### src/rtl/program_loader.sv
// Assembles 17-bit instruction words from a 3-byte serial stream and writes them to instruction memory.
// Latency: write strobe one cycle after the third byte; byte_ready drops during WRITE (>=4 cycles/word).
module program_loader #(
  parameter int IMEM_DEPTH = 64
) (
  input  logic        clk,
  input  logic        rst,
  input  logic        start,
  input  logic [6:0]  word_count,
  input  logic [7:0]  byte_in,
  input  logic        byte_valid,
  output logic        byte_ready,
  output logic        imem_we,
  output logic [5:0]  imem_addr,
  output logic [16:0] imem_wdata,
  output logic        cpu_hold,
  output logic        busy,
  output logic        done,
  output logic        error
);

  typedef enum logic [2:0] {
    S_IDLE,
    S_B0,
    S_B1,
    S_B2,
    S_WRITE,
    S_DONE
  } state_t;

  localparam logic [7:0] DEPTH_W = 8'(IMEM_DEPTH);

  state_t      state_q, state_d;
  logic [5:0]  addr_q, addr_d;
  logic [16:0] wdata_q, wdata_d;
  logic [6:0]  count_q, count_d;
  logic [6:0]  written_q, written_d;
  logic        error_q, error_d;

  always_comb begin
    state_d   = state_q;
    addr_d    = addr_q;
    wdata_d   = wdata_q;
    count_d   = count_q;
    written_d = written_q;
    error_d   = error_q;
    case (state_q)
      S_IDLE, S_DONE: begin
        if (start) begin
          count_d   = word_count;
          written_d = 7'd0;
          addr_d    = 6'd0;
          error_d   = 1'b0;
          if (word_count == 7'd0) begin
            state_d = S_DONE;
          end else if ({1'b0, word_count} > DEPTH_W) begin
            // Oversized requests fault up front so the address can never wrap.
            error_d = 1'b1;
            state_d = S_DONE;
          end else begin
            state_d = S_B0;
          end
        end
      end
      S_B0: begin
        if (byte_valid) begin
          wdata_d[16] = byte_in[0];
          if (byte_in[7:1] != 7'd0) error_d = 1'b1;
          state_d = S_B1;
        end
      end
      S_B1: begin
        if (byte_valid) begin
          wdata_d[15:8] = byte_in;
          state_d       = S_B2;
        end
      end
      S_B2: begin
        if (byte_valid) begin
          wdata_d[7:0] = byte_in;
          state_d      = S_WRITE;
        end
      end
      S_WRITE: begin
        written_d = written_q + 7'd1;
        if (written_d == count_q) begin
          state_d = S_DONE;
        end else begin
          addr_d  = addr_q + 6'd1;
          state_d = S_B0;
        end
      end
      default: state_d = S_IDLE;
    endcase
  end

  always_ff @(posedge clk) begin
    if (!rst) begin
      state_q   <= S_IDLE;
      addr_q    <= 6'd0;
      wdata_q   <= 17'd0;
      count_q   <= 7'd0;
      written_q <= 7'd0;
      error_q   <= 1'b0;
    end else begin
      state_q   <= state_d;
      addr_q    <= addr_d;
      wdata_q   <= wdata_d;
      count_q   <= count_d;
      written_q <= written_d;
      error_q   <= error_d;
    end
  end

  assign byte_ready = (state_q == S_B0) || (state_q == S_B1) || (state_q == S_B2);
  assign busy       = byte_ready || (state_q == S_WRITE);
  assign imem_we    = (state_q == S_WRITE);
  assign imem_addr  = addr_q;
  assign imem_wdata = wdata_q;
  assign done       = (state_q == S_DONE);
  assign error      = error_q;
  // The CPU is released only after a clean, completed load.
  assign cpu_hold   = !((state_q == S_DONE) && !error_q);

endmodule

### config.mk
export PLATFORM = sky130hd
export DESIGN_NAME = program_loader
export DESIGN_NICKNAME = d
export VERILOG_FILES = /design/src/rtl/program_loader.sv
export SDC_FILE = /design/constraint.sdc
export NUM_CORES = 1
export LEC_CHECK = 0
export ABC_AREA = 1
export ABC_CLOCK_PERIOD_IN_PS = 3200
export CAP_MARGIN = 10
export CORE_MARGIN = 2
export CORE_UTILIZATION = 53
export CTS_CLUSTER_SIZE = 12
export DETAILED_ROUTE_END_ITERATION = 16
export HOLD_SLACK_MARGIN = 0.12
export PLACE_DENSITY_LB_ADDON = 0.3
export SYNTH_ARGS = -nofsm -noshare
export SYNTH_HDL_FRONTEND = slang
export SYNTH_SLANG_ARGS = --single-unit
### constraint.sdc
create_clock -name clk -period 3.2 [get_ports clk]
set_input_delay 0.8 -clock clk [delete_from_list [all_inputs] [get_ports clk]]
set_output_delay 0.8 -clock clk [all_outputs]
set_load 0.05 [all_outputs]
Yosys cells after proc, flatten, opt, wreduce, memory -nomap -nowiden --
Index checks and enable logic that the tools add are counted.
Storage, ports and cells: bits of input ports 19, logic and storage cells 62, register bits 41
Operators by class: equality and inequality tests 12, reductions and logical operators 20, $lt $le $gt $ge 1, $add $sub $neg 2, mux-type cells 19
Operators with widths (count):
- two-way mux 3 bit | 7
- case mux 3 bit (5 select lines) | 1
- case mux 7 bit (2 select lines) | 1
- two-way mux 6 bit | 2
- != test 2 bit (second input constant) | 6
- case mux 6 bit (2 select lines) | 1
- AND reduction 2 bit | 5
- AND reduction 4 bit | 2
- adder 7 x 1 -> 7 bit (second input constant) | 1
- equality test 7 bit | 1
- greater-than comparator 7 bit (second input constant) | 1
- zero test 7 bit | 1
- two-way mux 7 bit | 1
- nonzero test 7 bit | 1
- adder 6 x 1 -> 6 bit (second input constant) | 1
- equality test 3 x 2 -> 1 bit (second input constant) | 2
- equality test 3 bit (second input constant) | 2
- two-way mux 1 bit | 5
- nonzero test 2 bit | 2
- equality test 3 x 1 -> 1 bit (second input constant) | 1
- zero test 3 bit | 1
- logical OR 1 bit | 3
- AND reduction 3 bit | 1
- zero test 1 bit | 2
- 3 further kinds | 3

Logic depth before layout (Yosys ltp) --
Gate-level depths: netlist (run 1).
word-level depth 5, gate-level depth with buffers 14, mapped depth without buffers 14

Worst setup path after synthesis (run 1) --
No wires, ideal clock.
path kind register to output, start register state_q[0], end output port cpu_hold, buffers on the path 0, stages on the path, launching flop included 4, arrival 1.740 ns, setup slack 0.660 ns, cell sequence dfxtp_1 > inv_1 > nor2_1 > nand2_1
On the way: cells in the longest elaborated chain, start to end 3
RTL lines:
- start: declaration | RTL line 33 | state_t state_q, state_d;
- start signal: assignment | RTL line 106 | state_q <= state_d;
- equality test 3 bit
- net done | RTL line 18 | output logic done,
- logical AND 1 bit | RTL line 123 | assign cpu_hold = !((state_q == S_DONE) && !error_q);
- zero test 1 bit | RTL line 123
- end: declaration | RTL line 16 | output logic cpu_hold,
The timed path passes the listed nets, and every way through them passes these cells.

Worst setup path after layout (run 1) --
start register state_q[2], end output port imem_we
On the way: cells in the longest elaborated chain, start to end 1
RTL lines:
- equality test 3 bit | RTL line 117 | assign imem_we = (state_q == S_WRITE);
- end: declaration | RTL line 13 | output logic imem_we,
Every way passes these cells.

==> metrics, run 1 <==
status=completed; DR vias=2049; clock sinks=41; hold_sp=imem_wdata[4]; I/O pin total=48; Setup Total Neg Slack=0 ns; data arrival time of the critical path=1.95 ns; via-per-instance ratio=5.21; design area=2670 sq um; biggest area consumer among synthesized cells=dfxtp_1; ys flop type=dfxtp_1; Root Buffer=clkbuf_8; post-CTS sizing=0; WL/cell=12.6 microns; initial cell density of the core=55.9%; DIE AREA=4440 sq um; CP required=2.40 ns; Yosys reg bits=41; Final min period=2.75 ns; layout overhead on the synthesized area=28.3%; crit path capture type=primary output; GR Layer Usage met2=40.3%; slowest library cell on the worst path=clkdlybuf4s50_1; detailed placer's ending HPWL=3.62 mm; chip width=66.6 microns; Largest stage delay, worst path=0.84 ns; RSZ-0062 raised after global routing=no; drt pass-1 iters=5; FILL cells=324; aggregate routed wire length=4.96 mm; met1 Resource Use GR=33.0%; Yosys warning count=0; EDFF count, synth=0; element type at the critical path start=flop; clock skew=0.00420 ns; power per cell area=669 nW/um^2; htree depth=2; Syn Nets=318; Worst setup startpoint=state_q[2]; gate count after technology mapping=297; library cells used by synthesis=29; worst slew pin tran=0.875 ns; Worst-Skew Late Latency=0.29 ns; Die Y=66.6 microns; first-pass GRT wire length=8.38 mm; maximum VDD drop=0.370 mV; sequential share of the synthesized area=39.5%; global route overflow=0; gr usage total=24.9%; hold_buf cts=0; met3 GRT Util=4.05%; Worst Setup Path Type=flop to primary output; initial antenna violation count=0; largest net degree at the start of global routing=26; endpoints failing hold=0; layout cells sized above 1=12.8%; Clock Pin Slew Worst Setup and Hold Paths=0.07 ns; Worst slew margin=41.6%; IO buf count=47; fmax=364 MHz; Post-synth top cells=nand2_1, dfxtp_1, a21oi_1, nand3_1, nor2_1; Post-Syn Area=2080 sq um; max-cap viol count=0; final setup violation count=0; DRC=0; number of global-route vias before repair=1896; CP cell instances=nand2_2, nor2_2, clkdlybuf4s50_1; Post-Place Cell Area=2590 sq um; Async S/R FF share, synth=0%; share of the synthesized area in the top cell type=39.5%; row count=22; clk buf depth=2; P_leak=1.02 nW; fin nets=367; min-delay worst type=flop to flop; Num CTS Buffers=5; most frequent cell after synthesis=nand2_1; CTS tree=done; worst r2r src=state_q[2]; 1st-iter DRT viols=137; Core ar.=3720 sq um; most area-consuming cells after synthesis=dfxtp_1, nand2_1, a21oi_1; fin crit share=86.0%; CP Max Fanout=8; Post-DRT Antenna Nets=0; Max Slew Vio Count=0; ANT cells=0; syn_area_per_cell=7.00 sq um; busiest layer in global routing=met2; Post-CTS Setup Inserts=0; Final GP Congestion=0.848
[cell type report]
type / count / area (sq um) / area share [%]
clock inverters: 1 / 5.00 / 0.188
multi-input cells: 216 / 1100 / 41.3
well taps: 48 / 60.1 / 2.25
clock buffers: 5 / 68.8 / 2.58
flip-flops and latches: 41 / 821 / 30.8
repair buffers: 50 / 490 / 18.4
inverters: 32 / 120 / 4.50
[state kept, by name (all words and copies together), names as in the netlist]
| name | cells |
|---|---|
| imem_addr | 6 |
| count_q | 7 |
| imem_wdata | 17 |
| state_q | 3 |
| written_q | 7 |
| error | 1 |
[worst max-delay path, delay by kind of cell (launching register included)]
family | cells | cell delay, ns
buf+inv | 1 | 0.84
flops | 1 | 0.51
simple gates | 2 | 0.30
[metrics by stage]
step	power (mW)	hold slack (ns)	std cells	utilization (%)	worst slack [ns]
after floorplan	1.25	0.441	297	-	0.660
after global placement	1.46	0.456	387	69.8	0.824
after detailed placement	1.48	0.457	387	69.8	0.785
after CTS	1.80	0.474	393	71.8	0.444
after global routing	1.90	0.490	393	71.8	0.408
final	1.79	0.470	393	71.8	0.449
[cell families (layout without fill, tap and decap cells)]
family / count (synthesis) / in the layout / synth area share, %
flip-flops: 41 / 41 / 39.5
XOR/XNOR: 5 / 5 / 2.11
adder cells (fa/ha/maj): 2 / 2 / 1.20
buffers and inverters: 40 / 88 / 7.53
AND/OR/NAND/NOR: 153 / 153 / 34.8
AO/OA/AOI/OAI: 56 / 56 / 14.9
[layout by cell type (no fill, tap or decap), types with 6 or more instances in the layout]
| cell | count |
|---|---|
| nand2_2 | 11 |
| nand3_1 | 31 |
| nand2_1 | 65 |
| nor2_1 | 27 |
| a21oi_1 | 31 |
| dfxtp_1 | 41 |
| inv_2 | 6 |
| inv_1 | 26 |
| o21ai_0 | 17 |
| clkdlybuf4s50_1 | 46 |
[per-layer routing]
layer / wire length (microns) / vias to the layer above
met5: 0 / -
met1: 2370 / 932
met2: 2290 / 51
li1: - / 1061
met3: 231 / 5
met4: 62 / 0
[worst paths after layout]
path | to | slack [ns] | depth (start not counted)
setup / recovery | imem_we | 0.45 | 3
hold / removal | imem_wdata[4] | 0.47 | 2
setup reg to reg | imem_addr[5] | 1.28 | 11
hold reg to reg | imem_wdata[4] | 0.47 | 2
[report_power, final]
part           switching, mW  leakage (nW)  internal, mW
clock network          0.168        0.0399         0.143
logic                  0.568         0.644         0.258
registers             0.0626         0.333         0.584
Note: power is estimated with default switching activity, not from simulation.
==> inputs of run 2 (changes only) <==
SETUP_SLACK_MARGIN = 0.4   (was default)
==> results of run 2 <==
No change in the layout: final DEF, timing and power equal those of run 1.
==> inputs of run 3 (changes only) <==
TNS_END_PERCENT = 10   (was default)
==> results of run 3 <==
No change in the layout: final DEF, timing and power equal those of run 1.
